--- src/rtl/fetch_ctrl_if.sv ---
// rtl/fetch_ctrl_if.sv - loader, imem and decode signals of the fetch sequencer
interface fetch_ctrl_if #(
  parameter int ADDR_WIDTH = 10,
  parameter int DATA_WIDTH = 32,
  parameter int DATA_BYTES = 4
);
  logic                  ld_valid_i;
  logic                  ld_ready_o;
  logic [31:0]           ld_addr_i;
  logic [DATA_WIDTH-1:0] ld_wdata_i;
  logic [DATA_BYTES-1:0] ld_be_i;
  logic                  ld_done_i;
  logic                  br_taken_i;
  logic [31:0]           br_target_i;
  logic                  stall_i;
  logic [ADDR_WIDTH-1:0] imem_addr_o;
  logic [DATA_WIDTH-1:0] imem_wdata_o;
  logic [DATA_BYTES-1:0] imem_wen_o;
  logic [DATA_WIDTH-1:0] imem_rdata_i;
  logic [31:0]           instr_o;
  logic [31:0]           pc_o;
  logic                  instr_valid_o;

  modport master (
    input  ld_valid_i, ld_addr_i, ld_wdata_i, ld_be_i, ld_done_i,
    input  br_taken_i, br_target_i, stall_i, imem_rdata_i,
    output ld_ready_o, imem_addr_o, imem_wdata_o, imem_wen_o,
    output instr_o, pc_o, instr_valid_o
  );

  modport slave (
    output ld_valid_i, ld_addr_i, ld_wdata_i, ld_be_i, ld_done_i,
    output br_taken_i, br_target_i, stall_i, imem_rdata_i,
    input  ld_ready_o, imem_addr_o, imem_wdata_o, imem_wen_o,
    input  instr_o, pc_o, instr_valid_o
  );
endinterface

--- src/rtl/fetch_ctrl.sv ---
// rtl/fetch_ctrl.sv - imem port owner: boot-load window, then sequential fetch with stall/redirect
module fetch_ctrl #(
  parameter int          ADDR_WIDTH = 10,
  parameter int          DATA_WIDTH = 32,
  parameter int          DATA_BYTES = 4,
  parameter logic [31:0] RESET_PC   = 32'h100,
  parameter bit          BOOT_LOAD  = 1'b1
) (
  input  logic          clk,
  input  logic          rst,
  fetch_ctrl_if.master  bus
);
  typedef enum logic [1:0] {LOAD, PRIME, FETCH} state_t;

  localparam state_t RST_STATE = BOOT_LOAD ? LOAD : PRIME;

  state_t      state_q, state_d;
  logic [31:0] iss_pc_q;
  logic [31:0] nxt_pc;
  logic        rsp_vld_q;
  logic        unused_bits;

  always_ff @(posedge clk or negedge rst) begin
    if (!rst) begin
      state_q   <= RST_STATE;
      iss_pc_q  <= RESET_PC;
      rsp_vld_q <= 1'b0;
    end else begin
      state_q <= state_d;
      if (state_q != LOAD) begin
        iss_pc_q  <= nxt_pc;
        rsp_vld_q <= 1'b1;
      end
    end
  end

  // Redirect beats stall; PRIME always issues RESET_PC unless redirected.
  always_comb begin
    nxt_pc = iss_pc_q + 32'd4;
    if (bus.br_taken_i)
      nxt_pc = {bus.br_target_i[31:2], 2'b00};
    else if (state_q == PRIME)
      nxt_pc = RESET_PC;
    else if (bus.stall_i)
      nxt_pc = iss_pc_q;
  end

  always_comb begin
    state_d          = state_q;
    bus.imem_addr_o  = nxt_pc[ADDR_WIDTH+1:2];
    bus.imem_wdata_o = bus.ld_wdata_i;
    bus.imem_wen_o   = '0;
    bus.ld_ready_o   = 1'b0;
    case (state_q)
      LOAD: begin
        bus.imem_addr_o = bus.ld_addr_i[ADDR_WIDTH+1:2];
        bus.imem_wen_o  = bus.ld_valid_i ? bus.ld_be_i : '0;
        bus.ld_ready_o  = 1'b1;
        if (bus.ld_done_i)
          state_d = PRIME;
      end
      PRIME:   state_d = FETCH;
      default: state_d = FETCH;
    endcase
  end

  // The word being returned this cycle is squashed when a redirect is taken.
  assign bus.pc_o          = iss_pc_q;
  assign bus.instr_o       = bus.imem_rdata_i;
  assign bus.instr_valid_o = (state_q == FETCH) && rsp_vld_q && !bus.br_taken_i;

  assign unused_bits = ^{bus.ld_addr_i[31:ADDR_WIDTH+2], bus.ld_addr_i[1:0],
                         bus.br_target_i[1:0]};
endmodule
--- src/flat_wrapper.sv ---
// flat-port wrapper written by rule: the top's interface ports become plain ports
module fetch_ctrl_flat 
#(
  parameter int          ADDR_WIDTH = 10,
  parameter int          DATA_WIDTH = 32,
  parameter int          DATA_BYTES = 4,
  parameter logic [31:0] RESET_PC   = 32'h100,
  parameter bit          BOOT_LOAD  = 1'b1
)
  (clk, rst, bus_ld_valid_i, bus_ld_addr_i, bus_ld_wdata_i, bus_ld_be_i, bus_ld_done_i, bus_br_taken_i, bus_br_target_i, bus_stall_i, bus_imem_rdata_i, bus_ld_ready_o, bus_imem_addr_o, bus_imem_wdata_o, bus_imem_wen_o, bus_instr_o, bus_pc_o, bus_instr_valid_o);
  fetch_ctrl_if #(.ADDR_WIDTH(ADDR_WIDTH), .DATA_WIDTH(DATA_WIDTH), .DATA_BYTES(DATA_BYTES)) bus_i ();
  input  logic clk;
  input  logic rst;
  input wire logic [$bits(bus_i.ld_valid_i)-1:0] bus_ld_valid_i;
  input wire logic [$bits(bus_i.ld_addr_i)-1:0] bus_ld_addr_i;
  input wire logic [$bits(bus_i.ld_wdata_i)-1:0] bus_ld_wdata_i;
  input wire logic [$bits(bus_i.ld_be_i)-1:0] bus_ld_be_i;
  input wire logic [$bits(bus_i.ld_done_i)-1:0] bus_ld_done_i;
  input wire logic [$bits(bus_i.br_taken_i)-1:0] bus_br_taken_i;
  input wire logic [$bits(bus_i.br_target_i)-1:0] bus_br_target_i;
  input wire logic [$bits(bus_i.stall_i)-1:0] bus_stall_i;
  input wire logic [$bits(bus_i.imem_rdata_i)-1:0] bus_imem_rdata_i;
  output wire logic [$bits(bus_i.ld_ready_o)-1:0] bus_ld_ready_o;
  output wire logic [$bits(bus_i.imem_addr_o)-1:0] bus_imem_addr_o;
  output wire logic [$bits(bus_i.imem_wdata_o)-1:0] bus_imem_wdata_o;
  output wire logic [$bits(bus_i.imem_wen_o)-1:0] bus_imem_wen_o;
  output wire logic [$bits(bus_i.instr_o)-1:0] bus_instr_o;
  output wire logic [$bits(bus_i.pc_o)-1:0] bus_pc_o;
  output wire logic [$bits(bus_i.instr_valid_o)-1:0] bus_instr_valid_o;
  assign bus_i.ld_valid_i = bus_ld_valid_i;
  assign bus_i.ld_addr_i = bus_ld_addr_i;
  assign bus_i.ld_wdata_i = bus_ld_wdata_i;
  assign bus_i.ld_be_i = bus_ld_be_i;
  assign bus_i.ld_done_i = bus_ld_done_i;
  assign bus_i.br_taken_i = bus_br_taken_i;
  assign bus_i.br_target_i = bus_br_target_i;
  assign bus_i.stall_i = bus_stall_i;
  assign bus_i.imem_rdata_i = bus_imem_rdata_i;
  assign bus_ld_ready_o = bus_i.ld_ready_o;
  assign bus_imem_addr_o = bus_i.imem_addr_o;
  assign bus_imem_wdata_o = bus_i.imem_wdata_o;
  assign bus_imem_wen_o = bus_i.imem_wen_o;
  assign bus_instr_o = bus_i.instr_o;
  assign bus_pc_o = bus_i.pc_o;
  assign bus_instr_valid_o = bus_i.instr_valid_o;
  fetch_ctrl #(.ADDR_WIDTH(ADDR_WIDTH), .DATA_WIDTH(DATA_WIDTH), .DATA_BYTES(DATA_BYTES), .RESET_PC(RESET_PC), .BOOT_LOAD(BOOT_LOAD)) u_core (.clk(clk), .rst(rst), .bus(bus_i));
endmodule
--- config.mk ---
export PLATFORM = sky130hd
export DESIGN_NAME = fetch_ctrl_flat
export DESIGN_NICKNAME = d
export VERILOG_FILES = /design/src/rtl/fetch_ctrl_if.sv /design/src/rtl/fetch_ctrl.sv /design/src/flat_wrapper.sv
export SDC_FILE = /design/constraint.sdc
export NUM_CORES = 1
export LEC_CHECK = 0
export ABC_AREA = 1
export CAP_MARGIN = 20
export CORE_MARGIN = 8
export CORE_UTILIZATION = 25
export CTS_CLUSTER_DIAMETER = 60
export DETAILED_ROUTE_END_ITERATION = 7
export DONT_BUFFER_PORTS = 1
export GPL_ROUTABILITY_DRIVEN = 1
export PLACE_DENSITY = 0.45
export SLEW_MARGIN = 20
export SYNTH_ARGS = -nofsm -noshare
export SYNTH_HDL_FRONTEND = slang
export SYNTH_SLANG_ARGS = --single-unit
--- constraint.sdc ---
create_clock -name clk -period 2.9 [get_ports clk]
set_input_delay 0.87 -clock clk [delete_from_list [all_inputs] [get_ports clk]]
set_output_delay 0.87 -clock clk [all_outputs]
set_load 0.01 [all_outputs]
* After elaboration in Yosys (flattened, before gate mapping)
Cells that the tools add are included.
** Storage, ports and cells
- Register bits :: 35
- Latch bits :: 0
- Bits in writable memories :: 0
- ROM bits :: 0
- Output and inout port bits :: 112
- Memories kept :: 0
** Cells by class
- $add $sub $neg :: 1
- Multipliers :: 0
- Divide/modulo/power cells :: 0
- Order comparisons :: 0
- Equality and inequality tests :: 4
- Shifts and indexed selects :: 0
- Multiplexer cells :: 9
- Bitwise operators :: 0
- Reductions and logical operators :: 6
** Operators by type and width (number)
- 32-bit 2-to-1 mux :: 3
- 32-bit by 3-bit adder with 32-bit output (second input constant) :: 1
- 10-bit 2-to-1 mux :: 1
- 4-bit 2-to-1 mux :: 2
- 2-bit 2-to-1 mux :: 2
- 3-bit by 2-bit inequality test with 1-bit output (second input constant) :: 1
- 2-bit by 1-bit == test with 1-bit output (second input constant) :: 1
- 2-bit == test (second input constant) :: 1
- 1-bit logical AND :: 2
- 2-bit logical NOT :: 1
- 2-bit inequality test (second input constant) :: 1
- 2-bit AND reduction :: 1
- 2-bit nonzero test :: 1
- 1-bit logical NOT :: 1
- 1-bit 2-to-1 mux :: 1

* Longest topological paths before layout
Gate-level depths: netlist (run 1).
- Word-level depth :: 5
- Mapped depth :: 10

* Worst setup path after synthesis (run 1)
No wires, ideal clock.
- Path kind :: input port to output port
- From :: in bus_stall_i
- To :: out bus_imem_addr_o[6]
- Arrival time :: 1.787 ns
- Data required time :: 2.030 ns
- Path slack :: 0.243 ns
- Stages :: 7
- Path buffers :: 1
- Path through :: buf_2 nor2_1 nand3_1 o21ai_0 nand2_1 o21ai_1 nand2_1
** Between the ends
- Cells in the longest elaborated chain, start to end :: 4
** Ends and longest elaborated chain
- start, declared :: RTL line flat_wrapper.sv:21 : input wire logic [$bits(bus_i.stall_i)-1:0] bus_stall_i;
- 32-bit 2-to-1 mux :: RTL line fetch_ctrl.sv:44 : else if (bus.stall_i)
- 32-bit 2-to-1 mux :: RTL line fetch_ctrl.sv:42 : else if (state_q == PRIME)
- 32-bit 2-to-1 mux :: RTL line fetch_ctrl.sv:40 : if (bus.br_taken_i)
- 10-bit 2-to-1 mux :: RTL line fetch_ctrl.sv:54 : case (state_q)
- end, declared :: RTL line flat_wrapper.sv:24 : output wire logic [$bits(bus_i.imem_addr_o)-1:0] bus_imem_addr_o;
No other way between the ends. The select of a mux whose other input is x is not followed.

* Final worst setup path (run 1)
- From :: reg u_core.iss_pc_q[8] (netlist: u_core.bus.pc_o[8])
- To :: out bus_imem_addr_o[9]
** Between the ends
- Cells in the longest elaborated chain, start to end :: 5
** Ends and longest elaborated chain
- start, declared :: RTL line fetch_ctrl.sv:18 : logic [31:0] iss_pc_q;
- start signal, assigned :: RTL line fetch_ctrl.sv:31 : iss_pc_q <= nxt_pc;
- 32-bit by 3-bit adder with 32-bit output :: RTL line fetch_ctrl.sv:39 : nxt_pc = iss_pc_q + 32'd4;
- 32-bit 2-to-1 mux :: RTL line fetch_ctrl.sv:44
- 32-bit 2-to-1 mux :: RTL line fetch_ctrl.sv:42
- 32-bit 2-to-1 mux :: RTL line fetch_ctrl.sv:40
- 10-bit 2-to-1 mux :: RTL line fetch_ctrl.sv:54
No other way between the ends. The select of a mux whose other input is x is not followed.

==> metrics.txt, run 1 <==
post-cts resize count=0; critical path fanouts, max=6; number of H-tree branching levels=2; number of distinct library cells after synthesis=36; share of the yosys chip area belonging to registers=0.258; clock transition at the registers of the reported paths=0.06 ns; portion of netlist area occupied by mux cells=0.00312; Finish-stage setup viols=0; placed wire-length estimate after detailed placement=just over 7000 um; fraction of power consumed by combinational cells=0.242; clock latency reported for the late side of the worst-skew pair=roughly 0.28 ns; final cell utilization of the core=0.247; data arrival time at the worst-slack endpoint=around 1.9 ns; Hold/Removal Path Class=in -> async; Iter 0 DRT Violations=110; Vias=2689; critical-path cell with the highest stage delay=sky130_fd_sc_hd__dfstp_2; Die H=129 um; largest family of logic cells by synthesized area=simple AND/OR/NAND/NOR gates; # Post-CTS Setup Buffers=0; port buffer count=0; overall die width=around 130 um; synthesized area per cell=between 6 and 7 um^2; IR drop worst, VDD=between 0.00015 and 0.0002 V; xor and xnor area share after synthesis=0.00546; Layout fillers=between 1000 and 1500; Leakage=between 1 and 1.5 nW; length of the first detailed-routing pass in iterations=4; fraction of final layout cells with drive strength greater than 1=0.176; Synth Warn #=0; biggest area contributors in the synthesized netlist=sky130_fd_sc_hd__dfrtp_1, sky130_fd_sc_hd__nand2_1, sky130_fd_sc_hd__buf_4; overall track demand over capacity in global routing=0.117; total non-filler cell area in the finished layout=0.00311 mm^2; initial core utilization=0.255; unrepaired setup endpoints after global routing=no; worst clock skew=~0.0067 ns; count of max-cap constraint violations=0; final period utilization=0.942; slack of the worst reg-to-reg path=1.03 ns; Worst EP required=2.03 ns; Worst R2R Path Depth=7; post-detailed-placement cell area=0.00293 mm^2; pin count of the biggest net entering global routing=34; number of sinks handled by clock tree synthesis=33; critical path class=reg -> out; area fraction in and, or, nand and nor cells after synthesis=0.372; cell with the most instances after synthesis=sky130_fd_sc_hd__nand2_1; design internal power=0.00106 W; count of antenna-violating nets left after detailed routing=0; RD Place Congestion=0.771; result of the run=complete, no violations; Switching Fraction=0.392; beginning of the critical path=u_core.bus.pc_o[8]$_DFFE_PN1N_; wire length of the first global-routing pass=15300 um; Final Slew Violations=0; Yosys top cell area share=0.250; Post-Synthesis Cells=around 490; area grow syn2layout=-3.16%; post-synthesis async set-or-reset flop share=1.00; endpoint of the worst-slack reg-to-reg timing path=u_core.bus.pc_o[18]$_DFFE_PN0P_; CP cell instances=nand2_4 > nor2_4 > nand2_4 > nor2_2 > nand3_1 > nand3_1 > nand2_1 > nand2_1 > nand2_1; # hold bufs at CTS=0; routed wire length per instance=roughly 16 um; pwr dens=approximately 560 mW/mm^2; area of the placeable core=about 0.013 mm^2; number of endpoints with negative hold slack in the final report=0; nature of the critical path startpoint=register; area share of fa/ha/maj cells after synthesis=0.00390; CP Capture Type=primary output; vias per inst=4.50; Routed Wire Length=roughly 9400 um; sw power=about 0.0007 W; Design Power=between 0.0015 and 0.002 W; maximum buffer depth of the clock tree=2; source of the worst register-to-register timing path=u_core.state_q[0]$_DFFE_PN0P_; number of remaining DRC errors=0; Clk network pwr share=0.331; most used flip-flop cell after synthesis=sky130_fd_sc_hd__dfrtp_1; compound-gate portion of the synthesized area=0.131; maximum single-stage delay on the critical path=0.64 ns; Die Area=between 0.015 and 0.02 mm^2; Max Clk Rate=approximately 370 MHz; share of total power in sequential cells=0.426; initial antenna violation count=0; mapped cell area=about 0.0032 mm^2; number of global-route vias before repair=around 2900; total buffers and inverters traversed by the critical path=0; cell accounting for the most synthesized area=sky130_fd_sc_hd__dfrtp_1; Cell Rows=41; number of nets at the end of the flow=roughly 560; Antenna Diode Count=0; clock buffer count from CTS=5; Seq cells post-synth=33; Top delay family on crit path=simple AND/OR/NAND/NOR gates; clk root buf=sky130_fd_sc_hd__clkbuf_16; number of enable flip-flop cells after synthesis=0; CP most frequent cell=sky130_fd_sc_hd__nand2_1; total gr overflow=0; count of pins on the block boundary=250; setup TNS=0 ns; CTS tree=yes; worst-case hold slack=0.275 ns; Tmin final=between 2 and 3 ns; most common library cells after synthesis=sky130_fd_sc_hd__nand2_1, sky130_fd_sc_hd__buf_4, sky130_fd_sc_hd__nor2_1
==> final cells by class <==
class | instances | area (um^2) | share of cell area
timing repair buffer | 9 | 67.6 | 0.0218
multi-input combinational | 334 | 1680 | 0.540
sequential | 33 | 830 | 0.267
clock inverter | 1 | 5.00 | 0.00161
inverter | 41 | 159 | 0.0512
clock buffer | 7 | 153 | 0.0492
tap | 172 | 215 | 0.0693
==> power by group through the flow <==
stage / combinational (W) / clock (W) / sequential [W]
6_report: 0.000421 / 0.000576 / 0.000741
5_1_grt: 0.000489 / 0.000614 / 0.000770
4_1_cts: 0.000424 / 0.000593 / 0.000747
3_5_place_dp: 0.000422 / 0 / 0.000755
3_3_place_gp: 0.000414 / 0 / 0.000750
2_1_floorplan: 0.000445 / 0 / 0.000690
==> stage by stage <==
step | cells | setup slack (ns)
2_1_floorplan | 486 | 0.243
3_3_place_gp | 589 | 0.239
3_5_place_dp | 589 | 0.246
4_1_cts | 597 | 0.0344
5_1_grt | 597 | 0.0131
6_report | 597 | 0.169
==> cells by family (layout without fill, tap and decap cells) <==
group,count (synthesis),after routing
simple gates,265,265
buf+inv,119,58
compound gates,63,63
flops,33,33
xor+xnor,2,2
fa+ha+maj,1,1
other cells,1,2
mux,1,1
==> state kept, by name (all words and copies together), names as in the netlist <==
name              cells
u_core.state_q        2
u_core.rsp_vld_q      1
u_core.bus.pc_o      30
==> placed cells by master, fill, tap and decap left out, types with 2 or more instances in the layout <==
cell type and count:
sky130_fd_sc_hd__a21oi_1 22, sky130_fd_sc_hd__a21oi_2 18, sky130_fd_sc_hd__a22oi_1 3, sky130_fd_sc_hd__buf_4 9, sky130_fd_sc_hd__clkbuf_16 5, sky130_fd_sc_hd__clkbuf_8 2
sky130_fd_sc_hd__conb_1 2, sky130_fd_sc_hd__dfrtp_1 30, sky130_fd_sc_hd__dfrtp_2 2, sky130_fd_sc_hd__inv_1 35, sky130_fd_sc_hd__inv_2 4, sky130_fd_sc_hd__nand2_1 147
sky130_fd_sc_hd__nand2_2 2, sky130_fd_sc_hd__nand2_4 4, sky130_fd_sc_hd__nand3_1 30, sky130_fd_sc_hd__nand3_2 9, sky130_fd_sc_hd__nand4_1 2, sky130_fd_sc_hd__nor2_1 52
sky130_fd_sc_hd__nor2_2 8, sky130_fd_sc_hd__nor2_4 7, sky130_fd_sc_hd__nor3_1 2, sky130_fd_sc_hd__o21ai_0 11, sky130_fd_sc_hd__o21ai_1 6
==> metal layers <==
| metal | global-route usage | part of all wire |
|---|---|---|
| met2 | 0.191 | 0.45 |
| met5 | 0 | 0 |
| met1 | 0.134 | 0.42 |
| met4 | 0.0276 | 0.011 |
| met3 | 0.0608 | 0.12 |
==> how the worst max path moves through the flow <==
stage,endpoint,cells past startpoint
finish,bus_imem_addr_o[9],9
global route,bus_imem_addr_o[9],9
CTS,bus_imem_addr_o[6],8
detailed placement,bus_imem_addr_o[6],6
global placement,bus_imem_addr_o[6],6
floorplan,bus_imem_addr_o[6],7
Power figures use the tool's default switching activity.
==> inputs of run 2 (changes only) <==
--- a/config.mk
+++ b/config.mk
@@ -9,7 +9,7 @@
 export CAP_MARGIN = 20
 export CORE_MARGIN = 8
 export CORE_UTILIZATION = 25
-export CTS_CLUSTER_DIAMETER = 60
+export CTS_CLUSTER_DIAMETER = 120
 export DETAILED_ROUTE_END_ITERATION = 7
 export DONT_BUFFER_PORTS = 1
 export GPL_ROUTABILITY_DRIVEN = 1
==> results of run 2 <==
Same layout as run 1: the final DEF is identical, and so are final timing and power.
==> inputs of run 3 (changes only) <==
--- a/config.mk
+++ b/config.mk
@@ -7,13 +7,16 @@
 export LEC_CHECK = 0
 export ABC_AREA = 1
 export CAP_MARGIN = 20
-export CORE_MARGIN = 8
+export CELL_PAD_IN_SITES_DETAIL_PLACEMENT = 1
+export CELL_PAD_IN_SITES_GLOBAL_PLACEMENT = 2
+export CORE_MARGIN = 4
 export CORE_UTILIZATION = 25
 export CTS_CLUSTER_DIAMETER = 120
 export DETAILED_ROUTE_END_ITERATION = 7
 export DONT_BUFFER_PORTS = 1
 export GPL_ROUTABILITY_DRIVEN = 1
-export PLACE_DENSITY = 0.45
+export PLACE_DENSITY = 0.76
+export SKIP_CTS_REPAIR_TIMING = 1
 export SLEW_MARGIN = 20
 export SYNTH_ARGS = -nofsm -noshare
 export SYNTH_HDL_FRONTEND = slang
==> run 3 against run 2 <==
Register-to-register slack better by 0.14 ns. Clock power shrank 6.6%. Cell count is 0.17% higher. Worst hold slack worse by 0.0024 ns. Power shrank 1.8%. Sequential cell count stayed put. Via count is 2.8% higher. Critical endpoint unchanged. Largest cell class unchanged. Highest routed layer unchanged.
==> metrics.txt, run 3 (synthesis results as in run 1) <==
Max-slew headroom=0.647; initial antenna violation count=0 (unchanged); Finish-stage setup viols=0 (unchanged); Routed Wire Length=9770 um (+4.0%); Cell Rows=41 (unchanged); maximum buffer depth of the clock tree=2 (unchanged); Leakage=1.36 nW (-0.66%); share of total power in sequential cells=0.432 (+0.006); number of sinks handled by clock tree synthesis=33 (unchanged); pwr dens=553 mW/mm^2 (-1.2%); GRT busiest layer=met2; Clk network pwr share=0.315 (-0.016); Iter 0 DRT Violations=101 (-8.2%); Die H=121 um (-6.2%); nature of the critical path startpoint=register; worst clock skew=0.00413 ns (-0.00254 ns); number of endpoints with negative hold slack in the final report=0 (unchanged); Largest register FFs=30 (unchanged); Die Area=0.0147 mm^2 (-12%); endpoint of the worst-slack reg-to-reg timing path=u_core.bus.pc_o[18]$_DFFE_PN0P_; total gr overflow=0 (unchanged); final period utilization=0.930 (-0.0112); Layout fillers=1591 (+13%); slack of the worst reg-to-reg path=1.17 ns (+0.14 ns); Antenna Diode Count=0 (unchanged); result of the run=complete, no violations; pin slew with the least headroom to its limit=between 0.5 and 0.6 ns; number of nets at the end of the flow=564 (+0.18%); count of max-cap constraint violations=0 (unchanged); clk root buf=sky130_fd_sc_hd__clkbuf_16; number of remaining DRC errors=0 (unchanged); length of the first detailed-routing pass in iterations=4 (unchanged); met3 Usage GRT=0.0522 (-0.00859); routed wire length per instance=16.3 um (+3.8%); CP most frequent cell=sky130_fd_sc_hd__nand2_1; multi-input gate area in the final layout=0.00167 mm^2 (-0.45%); source of the worst register-to-register timing path=u_core.state_q[0]$_DFFE_PN0P_; setup TNS=0 ns (unchanged); critical-path cell with the highest stage delay=sky130_fd_sc_hd__dfstp_2; critical path class=reg -> out; area of the placeable core=0.0126 mm^2 (unchanged); number of H-tree branching levels=2 (unchanged); most frequent cells in the layout=sky130_fd_sc_hd__nand2_1, sky130_fd_sc_hd__nor2_1, sky130_fd_sc_hd__inv_1, sky130_fd_sc_hd__nand3_1, sky130_fd_sc_hd__dfrtp_1; Max Clk Rate=371 MHz (+1.2%); fraction of power consumed by combinational cells=0.253 (+0.011); Setup crit end=bus_imem_addr_o[9]; Design Power=0.00171 W (-1.8%); Cell Count, Final, Fillers Out=598 (+0.17%); RD Place Congestion=0.782 (+1.4%); Worst EP required=2.03 ns (about the same); total number of cells along the worst setup path=9 (unchanged); clock latency reported for the late side of the worst-skew pair=0.29 ns (about the same); post-detailed-placement cell area=0.00294 mm^2 (+0.26%); Tmin final=2.70 ns (-0.0326 ns); overall track demand over capacity in global routing=0.135 (+0.0173); global-route track usage on met2=0.229 (+0.0383); pin count of the biggest net entering global routing=34 (unchanged); clock transition at the registers of the reported paths=0.06 ns (about the same); fraction of final layout cells with drive strength greater than 1=0.174 (-0.00276); initial core utilization=0.255 (unchanged); area grow syn2layout=-3.75%; beginning of the critical path=u_core.bus.pc_o[8]$_DFFE_PN1N_; commonest non-fill, non-tap cell in the layout=sky130_fd_sc_hd__nand2_1; sw power=0.000698 W (+2.4%); clock buffer count from CTS=5 (unchanged); wire length of the first global-routing pass=15700 um (+2.3%); count of placed standard cells including taps=590 (+0.17%); total area of sequential cells=830 um^2 (unchanged); data arrival time at the worst-slack endpoint=1.83 ns (-0.03 ns); CP cell instances=nand2_2 > nor2_4 > nand2_4 > nor2_2 > nand3_1 > nand3_1 > nand2_1 > nand2_1 > nand2_1; placed wire-length estimate after detailed placement=7430 um (+2.2%); total buffers and inverters traversed by the critical path=0 (unchanged); Vias=2765 (+2.8%); Worst R2R Path Depth=6 (-1); Final Slew Violations=0 (unchanged); met1 Use GR=0.159 (+0.0248); Top delay family on crit path=simple AND/OR/NAND/NOR gates; count of pins on the block boundary=250 (unchanged); total non-filler cell area in the finished layout=0.00309 mm^2 (-0.60%); vias per inst=4.62 (+2.7%); overall die width=121 um (-6.2%); CP Capture Type=primary output; design internal power=0.00101 W (-4.5%); Hold/Removal Path Class=in -> async; Switching Fraction=0.409 (+0.0167); maximum single-stage delay on the critical path=0.62 ns (-0.02 ns); number of global-route vias before repair=3062 (+5.8%); IR drop worst, VDD=0.000258 V (+36%); critical path fanouts, max=6 (unchanged); port buffer count=0 (unchanged); CTS tree=yes; count of antenna-violating nets left after detailed routing=0 (unchanged)
[run 3: routing by layer]
| metal | wire length, um | share of wire | up-vias |
|---|---|---|---|
| met1 | 4000 | 0.41 | 1293 |
| met3 | 974 | 0.10 | 16 |
| li1 | - | - | 1347 |
| met2 | 4670 | 0.48 | 109 |
| met5 | 0 | 0 | - |
| met4 | 121 | 0.012 | 0 |
[run 3: worst min-delay path by stage]
stage	start	to	slack (ns)	cells after the start
2_1_floorplan	u_core.rsp_vld_q$_DFFE_PN0N_	u_core.rsp_vld_q$_DFFE_PN0N_	0.42	2
3_3_place_gp	u_core.rsp_vld_q$_DFFE_PN0N_	u_core.rsp_vld_q$_DFFE_PN0N_	0.44	2
3_5_place_dp	u_core.rsp_vld_q$_DFFE_PN0N_	u_core.rsp_vld_q$_DFFE_PN0N_	0.45	2
4_1_cts	rst	u_core.bus.pc_o[12]$_DFFE_PN0P_	0.26	0
5_1_grt	rst	u_core.bus.pc_o[21]$_DFFE_PN0P_	0.26	0
6_report	rst	u_core.bus.pc_o[16]$_DFFE_PN0P_	0.27	0
[run 3: area by class of cell]
class	count	share of cell area
tap	172	0.0697
sequential	33	0.269
clock buffer	6	0.0418
multi-input combinational	334	0.541
clock inverter	2	0.00324
inverter	41	0.0515
timing repair buffer	10	0.0243
[run 3: through the flow]
stage / setup slack (ns) / util / hold WS (ns)
after floorplan: 0.243 / - / 0.422
after global placement: 0.338 / 0.234 / 0.437
after detailed placement: 0.309 / 0.234 / 0.445
final: 0.202 / 0.246 / 0.273
after global routing: -0.00376 / 0.246 / 0.263
after CTS: 0.0835 / 0.245 / 0.264
[run 3: power groups by stage]
| stage | sequential, W | combinational (W) | clock [W] |
|---|---|---|---|
| after floorplan | 0.000690 | 0.000445 | 0 |
| after global placement | 0.000745 | 0.000417 | 0 |
| after detailed placement | 0.000751 | 0.000435 | 0 |
| after CTS | 0.000742 | 0.000438 | 0.000554 |
| after global routing | 0.000763 | 0.000501 | 0.000566 |
| final | 0.000738 | 0.000431 | 0.000538 |
